===== config.mk =====
export PLATFORM = sky130hd
export DESIGN_NAME = mem_arbiter_flat
export DESIGN_NICKNAME = d
export VERILOG_FILES = /design/src/rtl/mem_arbiter_if.sv /design/src/rtl/mem_arbiter.sv /design/src/flat_wrapper.sv
export SDC_FILE = /design/constraint.sdc
export NUM_CORES = 1
export LEC_CHECK = 0
export ABC_CLOCK_PERIOD_IN_PS = 2900
export BUFFER_PORTS_ARGS = -buffer_cell sky130_fd_sc_hd__buf_2
export CAP_MARGIN = 30
export CORE_AREA = 2 2 176 178
export CTS_BUF_LIST = sky130_fd_sc_hd__clkbuf_16
export DETAILED_ROUTE_END_ITERATION = 12
export DIE_AREA = 0 0 178 180
export GPL_TIMING_DRIVEN = 0
export PLACE_DENSITY_LB_ADDON = 0.15
export SYNTH_ARGS = -nofsm -noshare
export SYNTH_HDL_FRONTEND = slang
export SYNTH_SLANG_ARGS = --single-unit
export TNS_END_PERCENT = 50

===== constraint.sdc =====
create_clock -name clock -period 2.9 [get_ports clock]
set_clock_uncertainty 0.05 [all_clocks]
set_input_delay 0.58 -clock clock [delete_from_list [all_inputs] [get_ports clock]]
set_output_delay 0.58 -clock clock [all_outputs]
set_load 0.03 [all_outputs]

===== src/rtl/mem_arbiter_if.sv =====
// Bus bundle between the icache/dcache, the memory arbiter and the tagged memory port.
// The slave modport is the arbiter's view; master is the surrounding system's view.
interface mem_arbiter_if #(
    parameter int XLEN = 32
);
    logic [1:0]      proc2Imem_command;
    logic [XLEN-1:0] proc2Imem_addr;
    logic [1:0]      proc2Dmem_command;
    logic [XLEN-1:0] proc2Dmem_addr;
    logic [63:0]     proc2Dmem_data;
    logic [3:0]      mem2proc_response;
    logic [63:0]     mem2proc_data;
    logic [3:0]      mem2proc_tag;
    logic [1:0]      proc2mem_command;
    logic [XLEN-1:0] proc2mem_addr;
    logic [63:0]     proc2mem_data;
    logic [3:0]      Imem2proc_response;
    logic [63:0]     Imem2proc_data;
    logic [3:0]      Imem2proc_tag;
    logic [3:0]      Dmem2proc_response;
    logic [63:0]     Dmem2proc_data;
    logic [3:0]      Dmem2proc_tag;
    logic            grant_d;

    modport slave (
        input  proc2Imem_command, proc2Imem_addr,
        input  proc2Dmem_command, proc2Dmem_addr, proc2Dmem_data,
        input  mem2proc_response, mem2proc_data, mem2proc_tag,
        output proc2mem_command, proc2mem_addr, proc2mem_data,
        output Imem2proc_response, Imem2proc_data, Imem2proc_tag,
        output Dmem2proc_response, Dmem2proc_data, Dmem2proc_tag,
        output grant_d
    );

    modport master (
        output proc2Imem_command, proc2Imem_addr,
        output proc2Dmem_command, proc2Dmem_addr, proc2Dmem_data,
        output mem2proc_response, mem2proc_data, mem2proc_tag,
        input  proc2mem_command, proc2mem_addr, proc2mem_data,
        input  Imem2proc_response, Imem2proc_data, Imem2proc_tag,
        input  Dmem2proc_response, Dmem2proc_data, Dmem2proc_tag,
        input  grant_d
    );
endinterface


===== src/rtl/mem_arbiter.sv =====
// Icache/dcache arbiter for one tagged memory port, with a per-tag owner table for load returns.
// Define ARB_FAIR_EN to force the icache through after STARVE_LIMIT contested dcache wins.
module mem_arbiter #(
    parameter int NUM_TAGS     = 16,
    parameter int STARVE_LIMIT = 8
) (
    input logic          clock,
    input logic          reset,
    mem_arbiter_if.slave bus
);
    localparam logic [1:0] BUS_NONE  = 2'd0;
    localparam logic [1:0] BUS_LOAD  = 2'd1;
    localparam logic [1:0] BUS_STORE = 2'd2;
    localparam logic [4:0] TAG_LIMIT = 5'(NUM_TAGS);

    if (NUM_TAGS < 2 || NUM_TAGS > 16) begin : g_bad_num_tags
        $error("mem_arbiter: NUM_TAGS must be in 2..16");
    end
    if (STARVE_LIMIT < 1) begin : g_bad_starve_limit
        $error("mem_arbiter: STARVE_LIMIT must be at least 1");
    end

    logic       d_req;
    logic       i_req;
    logic       grant_d_c;
    logic       grant_i_c;
    logic [1:0] gnt_cmd;

    assign d_req = (bus.proc2Dmem_command != BUS_NONE);
    assign i_req = (bus.proc2Imem_command == BUS_LOAD);

`ifdef ARB_FAIR_EN
    localparam int CNT_W = $clog2(STARVE_LIMIT + 1);
    localparam logic [CNT_W-1:0] LIMIT = CNT_W'(STARVE_LIMIT);

    logic [CNT_W-1:0] starve_cnt;
    logic             store_rej_q;
    logic             both_req;
    logic             force_i;

    // A store the memory just bounced keeps its turn; the forced icache slot waits a cycle.
    assign both_req = d_req && i_req;
    assign force_i  = both_req && (starve_cnt == LIMIT) &&
                      !(store_rej_q && (bus.proc2Dmem_command == BUS_STORE));
    assign grant_d_c = d_req && !force_i;

    always_ff @(posedge clock) begin
        if (reset) begin
            starve_cnt  <= '0;
            store_rej_q <= 1'b0;
        end else begin
            store_rej_q <= grant_d_c && (bus.proc2Dmem_command == BUS_STORE) &&
                           (bus.mem2proc_response == 4'd0);
            if (!both_req || force_i)
                starve_cnt <= '0;
            else if (starve_cnt != LIMIT)
                starve_cnt <= starve_cnt + 1'b1;
        end
    end
`else
    assign grant_d_c = d_req;
`endif

    assign grant_i_c   = !grant_d_c && i_req;
    assign bus.grant_d = grant_d_c;

    always_comb begin
        gnt_cmd                = BUS_NONE;
        bus.proc2mem_addr      = '0;
        bus.proc2mem_data      = '0;
        bus.Imem2proc_response = 4'd0;
        bus.Dmem2proc_response = 4'd0;
        if (grant_d_c) begin
            gnt_cmd                = bus.proc2Dmem_command;
            bus.proc2mem_addr      = bus.proc2Dmem_addr;
            bus.proc2mem_data      = bus.proc2Dmem_data;
            bus.Dmem2proc_response = bus.mem2proc_response;
        end else if (grant_i_c) begin
            gnt_cmd                = BUS_LOAD;
            bus.proc2mem_addr      = bus.proc2Imem_addr;
            bus.Imem2proc_response = bus.mem2proc_response;
        end
    end

    assign bus.proc2mem_command = gnt_cmd;
    assign bus.Imem2proc_data   = bus.mem2proc_data;
    assign bus.Dmem2proc_data   = bus.mem2proc_data;

    logic [NUM_TAGS-1:0] tag_valid;
    logic [NUM_TAGS-1:0] tag_owner_d;
    logic [3:0]          rtn_tag;
    logic [3:0]          alloc_tag;
    logic                tag_hit;
    logic                alloc;

    assign rtn_tag   = bus.mem2proc_tag;
    assign alloc_tag = bus.mem2proc_response;
    assign tag_hit   = (rtn_tag != 4'd0) && ({1'b0, rtn_tag} < TAG_LIMIT) && tag_valid[rtn_tag];
    assign alloc     = (gnt_cmd == BUS_LOAD) && (alloc_tag != 4'd0) &&
                       ({1'b0, alloc_tag} < TAG_LIMIT);

    always_comb begin
        bus.Imem2proc_tag = 4'd0;
        bus.Dmem2proc_tag = 4'd0;
        if (tag_hit) begin
            if (tag_owner_d[rtn_tag])
                bus.Dmem2proc_tag = rtn_tag;
            else
                bus.Imem2proc_tag = rtn_tag;
        end
    end

    // Owner table: release first so a same-cycle allocation of that tag takes precedence.
    always_ff @(posedge clock) begin
        if (reset) begin
            tag_valid <= '0;
        end else begin
            if (tag_hit)
                tag_valid[rtn_tag] <= 1'b0;
            if (alloc)
                tag_valid[alloc_tag] <= 1'b1;
        end
    end

    always_ff @(posedge clock) begin
        if (alloc)
            tag_owner_d[alloc_tag] <= grant_d_c;
    end
endmodule


===== src/flat_wrapper.sv =====
// flat-port wrapper written by rule: the top's interface ports become plain ports
module mem_arbiter_flat 
#(
    parameter int NUM_TAGS     = 16,
    parameter int STARVE_LIMIT = 8
)
  (clock, reset, bus_proc2Imem_command, bus_proc2Imem_addr, bus_proc2Dmem_command, bus_proc2Dmem_addr, bus_proc2Dmem_data, bus_mem2proc_response, bus_mem2proc_data, bus_mem2proc_tag, bus_proc2mem_command, bus_proc2mem_addr, bus_proc2mem_data, bus_Imem2proc_response, bus_Imem2proc_data, bus_Imem2proc_tag, bus_Dmem2proc_response, bus_Dmem2proc_data, bus_Dmem2proc_tag, bus_grant_d);
  mem_arbiter_if #(.XLEN((32))) bus_i ();
  input logic clock;
  input logic reset;
  input wire logic [$bits(bus_i.proc2Imem_command)-1:0] bus_proc2Imem_command;
  input wire logic [$bits(bus_i.proc2Imem_addr)-1:0] bus_proc2Imem_addr;
  input wire logic [$bits(bus_i.proc2Dmem_command)-1:0] bus_proc2Dmem_command;
  input wire logic [$bits(bus_i.proc2Dmem_addr)-1:0] bus_proc2Dmem_addr;
  input wire logic [$bits(bus_i.proc2Dmem_data)-1:0] bus_proc2Dmem_data;
  input wire logic [$bits(bus_i.mem2proc_response)-1:0] bus_mem2proc_response;
  input wire logic [$bits(bus_i.mem2proc_data)-1:0] bus_mem2proc_data;
  input wire logic [$bits(bus_i.mem2proc_tag)-1:0] bus_mem2proc_tag;
  output wire logic [$bits(bus_i.proc2mem_command)-1:0] bus_proc2mem_command;
  output wire logic [$bits(bus_i.proc2mem_addr)-1:0] bus_proc2mem_addr;
  output wire logic [$bits(bus_i.proc2mem_data)-1:0] bus_proc2mem_data;
  output wire logic [$bits(bus_i.Imem2proc_response)-1:0] bus_Imem2proc_response;
  output wire logic [$bits(bus_i.Imem2proc_data)-1:0] bus_Imem2proc_data;
  output wire logic [$bits(bus_i.Imem2proc_tag)-1:0] bus_Imem2proc_tag;
  output wire logic [$bits(bus_i.Dmem2proc_response)-1:0] bus_Dmem2proc_response;
  output wire logic [$bits(bus_i.Dmem2proc_data)-1:0] bus_Dmem2proc_data;
  output wire logic [$bits(bus_i.Dmem2proc_tag)-1:0] bus_Dmem2proc_tag;
  output wire logic [$bits(bus_i.grant_d)-1:0] bus_grant_d;
  assign bus_i.proc2Imem_command = bus_proc2Imem_command;
  assign bus_i.proc2Imem_addr = bus_proc2Imem_addr;
  assign bus_i.proc2Dmem_command = bus_proc2Dmem_command;
  assign bus_i.proc2Dmem_addr = bus_proc2Dmem_addr;
  assign bus_i.proc2Dmem_data = bus_proc2Dmem_data;
  assign bus_i.mem2proc_response = bus_mem2proc_response;
  assign bus_i.mem2proc_data = bus_mem2proc_data;
  assign bus_i.mem2proc_tag = bus_mem2proc_tag;
  assign bus_proc2mem_command = bus_i.proc2mem_command;
  assign bus_proc2mem_addr = bus_i.proc2mem_addr;
  assign bus_proc2mem_data = bus_i.proc2mem_data;
  assign bus_Imem2proc_response = bus_i.Imem2proc_response;
  assign bus_Imem2proc_data = bus_i.Imem2proc_data;
  assign bus_Imem2proc_tag = bus_i.Imem2proc_tag;
  assign bus_Dmem2proc_response = bus_i.Dmem2proc_response;
  assign bus_Dmem2proc_data = bus_i.Dmem2proc_data;
  assign bus_Dmem2proc_tag = bus_i.Dmem2proc_tag;
  assign bus_grant_d = bus_i.grant_d;
  mem_arbiter #(.NUM_TAGS(NUM_TAGS), .STARVE_LIMIT(STARVE_LIMIT)) u_core (.clock(clock), .reset(reset), .bus(bus_i));
endmodule

==> results of run 1 <==
## cell usage in the layout (no fill, tap or decap), types with 8 or more instances in the layout
cell      count
inv_1        15
buf_4       130
a22o_1       33
nor2b_1      72
nand2_1      14
buf_2       386
o21ai_0       9
edfxtp_1     16
dfxtp_1      15
nor2_1       18
nand2b_1      8
a21oi_1      12
clkbuf_1     13
## cell usage after synthesis (7+ instances only)
cell	instances	area, sq um
nor2_1	18	67.6
mux4_2	7	158
inv_1	14	52.6
nor2b_1	72	450
nand2_1	14	52.6
nand2b_1	8	50.1
edfxtp_1	16	480
a21oi_1	12	60.1
clkbuf_1	14	52.6
a22o_1	33	289
dfxtp_1	15	300
o21ai_1	7	35.0
o21ai_0	9	45.0
buf_4	129	968
## layout make-up
| cell class | instances | area, sq um |
|---|---|---|
| plain buffers | 149 | 1080 |
| clock inverters | 1 | 3.75 |
| flip-flops and latches | 31 | 781 |
| well taps | 396 | 495 |
| clock buffers | 5 | 125 |
| multi-input cells | 208 | 1480 |
| fillers | 3435 | 24200 |
| inverters | 18 | 67.6 |
| repair buffers | 386 | 1950 |
## path summary, 6_finish.rpt
path                            depth (start not counted)            startpoint              endpoint
worst min register to register                          2  u_core.tag_valid[13]  u_core.tag_valid[13]
worst min-delay path                                    2  u_core.tag_valid[13]  u_core.tag_valid[13]
worst max register to register                          3   u_core.tag_valid[7]   u_core.tag_valid[7]
worst max-delay path                                    6   bus_mem2proc_tag[0]  bus_Imem2proc_tag[3]
## where the power goes
part	internal, uW	total [uW]	leakage (uW)	switching [uW]
Combinational	392	1040	0.00293	648
Clock	303	466	0.0000669	163
Sequential	470	472	0.000286	2.92
## worst register-to-register path, stage by stage (launching register included)
cell and delay [ns]:
dfxtp_1 0.32, o21ai_0 0.11, o21a_1 0.16, nor2_1 0.04
## routing by layer
layer,vias up,track usage (%)
met5,-,0
met4,4,1.31
met3,10,1.86
met2,183,19.2
met1,1834,12.2
li1,2019,-
## cell families (layout without fill, tap and decap cells)
kind of cell / Yosys count / in the layout / synth area share (%)
flops: 31 / 31 / 23.0
buf+inv: 167 / 559 / 33.5
other cells: 1 / 1 / 0.110
compound gates: 71 / 71 / 15.6
mux: 14 / 14 / 7.81
simple gates: 122 / 122 / 20.0
## per-stage QoR
stage / setup TNS [ns] / hold WS (ns)
after global placement: -14.22 / 0.422
after detailed placement: -12.56 / 0.422
after global routing: -0.00661 / 0.473
after floorplan: 0 / 0.395
final: 0 / 0.440
after CTS: 0 / 0.431
## registers in the layout, summed over array words and instances (netlist names)
| signal | count |
|---|---|
| u_core.tag_owner_d | 16 |
| u_core.tag_valid | 15 |
## what timing repair did
| action | CTS | global route |
|---|---|---|
| buffers inserted | 1 | 0 |
| resized for setup | 3 | 2 |
| pin swaps | 1 | 0 |
| setup endpoints to repair | 48 | 2 |
| cloned | 0 | 0 |
==> flow_metrics.tcl, run 1 <==
set metrics [dict create \
    outcome "finished clean" \
    highest_layer "met5" \
    synth_cell_types 35 \
    leakage_uw 0.00328 \
    syn_inst 406 \
    fin_ws_ns 0.0736 \
    core_sq_um 30200 \
    htree_levels 2 \
    cts.hold.buffers_added 0 \
    cts_tree "yes" \
    seq_area_frac_synth_pct 23.0 \
    design_area_sq_um 5980 \
    cp_num_buf_inv 2 \
    setup_viol 0 \
    via_per_inst 3.39 \
    cts_buffer_depth 2 \
    fin_cells 1194 \
    vdd_drop_max_mv 0.160 \
    numCtsBuffers 5 \
    yosys_warnings 0 \
    grt_overflow_total 0 \
    die_w_um 178 \
    max-slew-margin-rel_pct 39.2 \
    power_density_nw_per_um2 331 \
    num_io_pins 449 \
    cp.arrival_ns 2.20 \
    final_util_pct 19.8 \
    wl_met2_um 9400 \
    fmax_mhz 354 \
    dieHeight_um 180 \
    ff2ff_setup_slack_ns 2.10 \
    place_area_sq_um 5830 \
    vias 4050 \
    drv_cap 0 \
    postRouteAntennaNets 0 \
    antennaDiodeCount 0 \
    dieArea_sq_um 32000 \
    cp-start-kind "primary input" \
    grt_pass1_vias 4008 \
    synth_nets 612 \
    dp_slack_ns -0.471 \
    power.total_uw 1980 \
    gp_congestion 0.758 \
    routed_wl_um 17500 \
    met3_length_um 1060 \
    cpPeakStageDelay_ns 0.59 \
    grt_max_degree 19 \
    antenna_found_initial 3 \
    critPathCaptureType "output pin" \
    syn_avg_cell_area_sq_um 8.37 \
    final_nets 1005 \
    m1WireLength_um 6900 \
    clock_latency_ns 0.27 \
    hold_violations 0 \
    clk_transition_reported_paths_ns 0.04 \
    root_buffer "clkbuf_16" \
    hpwl_um 15200 \
    drive_above_1_share_pct 68.3 \
    drc_errors 0 \
    synth_ff_type "edfxtp_1" \
    start_util_pct 11.3 \
    crit_required_ns 2.27 \
    layout_min_cycle_time_ns 2.83 \
    num_rows 64 \
    crit_fanout 4 \
    tightest_slew_ns 0.910 \
    track_usage_pct 10.2 \
    cts.sinks 31 \
    drtPass1Iterations 4 \
    worstPathCellList "buf_2 -> mux4_1 -> a22o_1 -> a221o_1 -> nor2_1 -> clkbuf_4" \
    ys_ff_latch 31 \
    critical_path_class "primary input to output pin" \
    wl_per_cell_um 14.6 \
    port_buffers 384 \
    finalMaxSlewViolations 0 \
    synth_async_sr_flop_share_pct 0 \
    cp_slowest_cell "mux4_1" \
    post-route-period-util_pct 97.5 \
    dp.cells 1187 \
    hp-class "flop to flop" \
    synthToLayoutAreaGrowth_pct 76.0 \
    synth-edff-count 16 \
    syn_area_sq_um 3400 \
    drtIter0Drc 111 \
    path_delay_family "multiplexers" \
    grt_pass1_wl_um 24800 \
]
No activity file was read; power rests on OpenSTA's default activity.
==> run 2, diff against run 1 <==
--- a/config.mk
+++ b/config.mk
@@ -5,13 +5,15 @@
 export SDC_FILE = /design/constraint.sdc
 export NUM_CORES = 1
 export LEC_CHECK = 0
+export ABC_AREA = 1
 export ABC_CLOCK_PERIOD_IN_PS = 2900
 export BUFFER_PORTS_ARGS = -buffer_cell sky130_fd_sc_hd__buf_2
 export CAP_MARGIN = 30
-export CORE_AREA = 2 2 176 178
+export CORE_AREA = 2 2 175 177
 export CTS_BUF_LIST = sky130_fd_sc_hd__clkbuf_16
+export CTS_CLUSTER_DIAMETER = 50
 export DETAILED_ROUTE_END_ITERATION = 12
-export DIE_AREA = 0 0 178 180
+export DIE_AREA = 0 0 177 179
 export GPL_TIMING_DRIVEN = 0
 export PLACE_DENSITY_LB_ADDON = 0.15
 export SYNTH_ARGS = -nofsm -noshare
==> run 2 against run 1 <==
Against the previous run: die area shrank 1.1%; sequential power grew 3%; via count grew 20%; sequential share of layout area shrank 0.19 points; register-to-register slack gained 0.11 ns; combinational power is essentially flat; final area grew 4.1%; fmax grew 4.7%; first-iteration DRC count grew 49%; largest cell class unchanged; largest power group unchanged; highest routed layer unchanged.
==> flow_metrics.tcl, run 2 <==
set metrics [dict create \
    tns_ns 0 \
    tightest_slew_ns 0.643 \
    power_density_nw_per_um2 331 \
    critical_path_class "primary input to output pin" \
    synthToLayoutAreaGrowth_pct 70.3 \
    numCtsBuffers 5 \
    gp_congestion 0.798 \
    cts_tree "yes" \
    synth_ff_type "edfxtp_1" \
    grt_pass1_wl_um 30100 \
    grt_max_degree 18 \
    hold_violations 0 \
    start_util_pct 12.2 \
    cp.arrival_ns 2.07 \
    yosys_warnings 0 \
    r2r-end "u_core.tag_valid[15]" \
    postRouteAntennaNets 0 \
    drtPass1Iterations 5 \
    syn_avg_cell_area_sq_um 5.85 \
    crit_fanout 10 \
    finalMaxSlewViolations 0 \
    yosysMostFrequentCell "nand2_1" \
    power.internal_uw 1160 \
    synth_area_leaders "buf_4, nand2_1, edfxtp_1, inv_1, nor2_1" \
    vdd_drop_max_mv 0.205 \
    final_util_pct 20.7 \
    grt_pass1_vias 4656 \
    cts_buffer_depth 2 \
    drc_errors 0 \
    final_common_cell "buf_2" \
    syn_area_sq_um 3660 \
    ff2ff_setup_slack_ns 2.21 \
    clock_latency_ns 0.27 \
    met3_length_um 1940 \
    htree_levels 2 \
    cp-start-kind "primary input" \
    routed_wl_um 21900 \
    synth.mux.area_fraction_pct 0 \
    switching_share_pct 43.8 \
    layout_min_cycle_time_ns 2.70 \
    holdPathStages 2 \
    grt_overflow_total 0 \
    cts_resized 0 \
    wl_per_cell_um 15.5 \
    synthTopCellsByCount "nand2_1, buf_4, inv_1" \
    cts.hold.buffers_added 0 \
    vias 4843 \
    hold_end "u_core.tag_valid[0]" \
    drive_above_1_share_pct 52.7 \
    cts.sinks 32 \
    port_buffers 383 \
    num_io_pins 449 \
    most-common-layout-cells "buf_2, nand2_1, buf_4" \
    fmax_mhz 370 \
    highest_layer "met5" \
    min_from "u_core.tag_valid[0]" \
    crit_required_ns 2.27 \
    switchingPower_uw 901 \
    synth_xor_area_share_pct 0 \
    post-route-period-util_pct 93.1 \
    synth_cell_types 21 \
    synth_nets 831 \
    die_w_um 177 \
    combPwrFrac_pct 52.2 \
    via_per_inst 3.43 \
    dieHeight_um 179 \
    seq_area_frac_synth_pct 21.9 \
    p_clk_share_pct 24.3 \
    drtIter0Drc 165 \
    rsz0062_at_grt "no" \
    hpwl_um 19600 \
    final_nets 1222 \
    wl_met2_um 11000 \
    drv_cap 0 \
    max-slew-margin-rel_pct 57.2 \
    synthAdderAreaFrac_pct 0 \
    synth.largest_area_cell "buf_4" \
    r2r_start "u_core.tag_valid[15]" \
    leakage_uw 0.00393 \
    outcome "finished clean" \
    seqPwrFrac_pct 23.5 \
    antenna_found_initial 10 \
    post_cts_buffers 0 \
    root_buffer "clkbuf_16" \
    hp-class "flop to flop" \
    critPathCaptureType "output pin" \
    syn_inst 625 \
    synth_top_family_by_area "buffers and inverters" \
    top_regs "u_core.tag_owner_d: 16 flops, u_core.tag_valid: 16 flops" \
    yosysTopAreaCellShare_pct 26.5 \
    track_usage_pct 12.9 \
    core_sq_um 30000 \
    m1WireLength_um 8460 \
    power.total_uw 2060 \
    clk_transition_reported_paths_ns 0.05 \
    setup_viol 0 \
    ff2ff_path_depth 2 \
    dieArea_sq_um 31700 \
    synth_async_sr_flop_share_pct 0 \
    ys_ff_latch 32 \
    num_rows 64 \
    synthSimpleGateAreaFrac_pct 33.0 \
    synth-edff-count 16 \
    synth-compound-area-share_pct 5.34 \
]
-- run 2: area by class of cell --
| class | instances | area (sq um) |
|---|---|---|
| Sequential cell | 32 | 801 |
| Fill cell | 3583 | 23800 |
| Antenna cell | 1 | 2.50 |
| Multi-Input combinational cell | 340 | 1410 |
| Tap cell | 396 | 495 |
| Timing Repair Buffer | 384 | 1930 |
| Clock inverter | 3 | 15.0 |
| Inverter | 101 | 379 |
| Clock buffer | 5 | 125 |
| Buffer | 152 | 1070 |
-- run 2: power by group through the flow --
stage | sequential [uW] | combinational, uW | clock, uW
detailed placement | 494 | 1090 | 0
global route | 485 | 1150 | 528
floorplan | 493 | 702 | 0
CTS | 484 | 1090 | 516
global placement | 494 | 1090 | 0
finish | 485 | 1070 | 500
-- run 2: worst max path at each step --
stage / startpoint / slack (ns) / endpoint
detailed placement: bus_proc2Dmem_command[1] / 0.16 / bus_proc2mem_data[12]
CTS: bus_proc2Dmem_command[1] / 0.17 / bus_proc2mem_data[12]
floorplan: bus_proc2Dmem_command[1] / 0.46 / bus_proc2mem_addr[22]
global placement: bus_proc2Dmem_command[1] / -0.33 / bus_proc2mem_addr[24]
global route: bus_proc2Dmem_command[1] / 0.02 / bus_proc2mem_addr[21]
finish: bus_proc2Dmem_command[1] / 0.20 / bus_proc2mem_addr[21]
-- run 2: critical path, stage by stage --
cell and delay (ns):
buf_2 0.14, nor2_1 0.09, inv_1 0.16, buf_1 0.53, nand2_1 0.24, nand2_1 0.12, buf_2 0.20
-- run 2: metrics by stage --
| stage | hold WS [ns] | cell area (sq um) | std cells | setup WS, ns |
|---|---|---|---|---|
| final | 0.372 | 6230 | 1414 | 0.200 |
| after global routing | 0.381 | 6220 | 1413 | 0.0189 |
| after floorplan | 0.353 | 3660 | 625 | 0.461 |
| after detailed placement | 0.366 | 6080 | 1405 | 0.165 |
| after CTS | 0.375 | 6220 | 1413 | 0.166 |
| after global placement | 0.365 | 6070 | 1404 | -0.326 |
-- run 2: cells by family (layout without fill, tap and decap cells) --
group,after synthesis,in the layout
AOI/OAI and AO/OA,36,36
buffers and inverters,253,645
DFF,32,32
other,1,2
and+or+nand+nor,303,303
-- run 2: layer usage --
metal	global-route usage [%]	vias to the layer above
li1	-	2496
met1	15.0	2102
met2	22.6	192
met3	4.69	35
met4	2.58	18
met5	0	-
==> run 3, diff against run 2 <==
--- a/config.mk
+++ b/config.mk
@@ -9,13 +9,16 @@
 export ABC_CLOCK_PERIOD_IN_PS = 2900
 export BUFFER_PORTS_ARGS = -buffer_cell sky130_fd_sc_hd__buf_2
 export CAP_MARGIN = 30
-export CORE_AREA = 2 2 175 177
+export CELL_PAD_IN_SITES_DETAIL_PLACEMENT = 1
+export CELL_PAD_IN_SITES_GLOBAL_PLACEMENT = 1
+export CORE_AREA = 2 2 176 178
 export CTS_BUF_LIST = sky130_fd_sc_hd__clkbuf_16
 export CTS_CLUSTER_DIAMETER = 50
 export DETAILED_ROUTE_END_ITERATION = 12
-export DIE_AREA = 0 0 177 179
+export DIE_AREA = 0 0 178 180
 export GPL_TIMING_DRIVEN = 0
 export PLACE_DENSITY_LB_ADDON = 0.15
+export RECOVER_POWER = 100
 export SYNTH_ARGS = -nofsm -noshare
 export SYNTH_HDL_FRONTEND = slang
 export SYNTH_SLANG_ARGS = --single-unit
==> run 3 against run 2 <==
Against the previous run: sequential power barely moved; clock-buffer cell count did not move; routed wire length rose by 4.6%; register-to-register slack barely moved; sequential share of layout area rose by 0.66 points.
==> flow_metrics.tcl, run 3 (synthesis results as in run 2) <==
set metrics [dict create \
    core_sq_um 30200 \
    layout_min_cycle_time_ns 2.69 \
    post-route-period-util_pct 92.6 \
    synthToLayoutAreaGrowth_pct 62.0 \
    clk_transition_reported_paths_ns 0.05 \
    final_common_cell "clkbuf_1" \
    hp-class "flop to flop" \
    setup_viol 0 \
    hold_violations 0 \
    finalMaxSlewViolations 0 \
    path_delay_family "simple AND/OR/NAND/NOR gates" \
    cts_tree "yes" \
    tightest_slew_ns 0.758 \
    outcome "finished clean" \
    met3_length_um 1550 \
    post_cts_buffers 0 \
    grt_overflow_total 0 \
    postRouteAntennaNets 0 \
    m1WireLength_um 8970 \
    via_per_inst 3.43 \
    drtPass1Iterations 4 \
    drc_errors 0 \
    drive_above_1_share_pct 30.1 \
    hpwl_um 20500 \
    fmax_mhz 372 \
    routed_wl_um 22900 \
    port_buffers 383 \
    cp-start-kind "primary input" \
    drv_cap 0 \
    final_nets 1222 \
    grt_pass1_wl_um 32600 \
    num_io_pins 449 \
    tns_ns 0 \
    cts_resized 0 \
    crit_fanout 10 \
    clock_latency_ns 0.27 \
    most-common-layout-cells "clkbuf_1, nand2_1, buf_2" \
    fin_hold_ws_ns 0.385 \
    vdd_drop_max_mv 0.163 \
    cts.hold.buffers_added 0 \
    max-slew-margin-rel_pct 49.5 \
    num_rows 64 \
    rsz0062_at_grt "no" \
    cp.arrival_ns 2.06 \
    critical_path_class "primary input to output pin" \
    grt_max_degree 17 \
    cp_common_cell "nand2_1" \
    cp_slowest_cell "clkbuf_1" \
    drtIter0Drc 167 \
    gp_congestion 0.839 \
    cp_num_buf_inv 3 \
    start_util_pct 12.1 \
    cts_buffer_depth 2 \
    highest_layer "met5" \
    htree_levels 2 \
    critPathCaptureType "output pin" \
    antenna_found_initial 9 \
    track_usage_pct 13.8 \
    grt_pass1_vias 4991 \
    wl_per_cell_um 16.2 \
    dieHeight_um 180 \
    power_density_nw_per_um2 339 \
    cts.sinks 32 \
    vias 4854 \
    numCtsBuffers 5 \
    die_w_um 178 \
    dieArea_sq_um 32000 \
    top_regs "u_core.tag_owner_d: 16 flops, u_core.tag_valid: 16 flops" \
    root_buffer "clkbuf_16" \
    wl_met2_um 11800 \
    leakage_uw 0.00326 \
    crit_required_ns 2.27 \
    cpPeakStageDelay_ns 0.32 \
    worstPathCellList "buf_2 -> buf_4 -> nand2_1 -> nand2_1 -> nand2_1 -> nand2_1 -> nand2_1 -> nand2_1 -> nor2_4 -> nand2_1 -> nor2_1 -> clkbuf_1" \
    power.total_uw 2010 \
]
-- run 3: cell count changes in the layout (fill, tap and decap cells not counted), moves of 2 or more --
cell / before / now
diode_2: 1 / 4
buf_1: 5 / 2
buf_2: 389 / 154
inv_1: 99 / 101
nor2_2: 2 / 0
clkbuf_1: 11 / 240
clkbuf_2: 0 / 10
nor2_1: 92 / 94
-- run 3: path summary, 6_finish.rpt --
check	from	to	slack, ns	depth (start not counted)
setup reg to reg	u_core.tag_valid[8]	u_core.tag_valid[8]	2.22	2
hold / removal	u_core.tag_valid[0]	u_core.tag_valid[0]	0.39	2
setup / recovery	bus_mem2proc_tag[0]	bus_Imem2proc_tag[0]	0.21	12
hold reg to reg	u_core.tag_valid[0]	u_core.tag_valid[0]	0.39	2
-- run 3: worst reg2reg max path: stages, from the launching register on --
cell and delay (ns):
dfxtp_1 0.33, o21ai_0 0.09, a21oi_1 0.14
-- run 3: area by class of cell --
cell class | instances | area (sq um)
diodes | 4 | 10.0
plain buffers | 152 | 1070
clock buffers | 5 | 125
clock inverters | 3 | 12.5
fillers | 4016 | 24300
inverters | 101 | 379
multi-input cells | 340 | 1390
flip-flops and latches | 32 | 801
well taps | 396 | 495
repair buffers | 384 | 1640
-- run 3: stage by stage --
| step | std cells | setup slack [ns] | area [sq um] | utilization [%] |
|---|---|---|---|---|
| global route | 1414 | 0.0509 | 5910 | 19.6 |
| CTS | 1413 | 0.180 | 6220 | 20.6 |
| global placement | 1404 | -0.286 | 6070 | 20.1 |
| floorplan | 625 | 0.461 | 3660 | - |
| detailed placement | 1405 | 0.183 | 6080 | 20.2 |
| finish | 1417 | 0.215 | 5920 | 19.6 |
-- run 3: routing by layer --
metal	vias to the layer above	GRT usage [%]
met4	12	2.59
met2	164	25.6
met5	-	0
li1	2508	-
met3	31	4.02
met1	2139	15.4
-- run 3: where the power goes --
| part | internal (uW) | switching [uW] |
|---|---|---|
| logic | 311 | 712 |
| clock network | 310 | 192 |
| registers | 482 | 2.21 |
| total | 1100 | 907 |
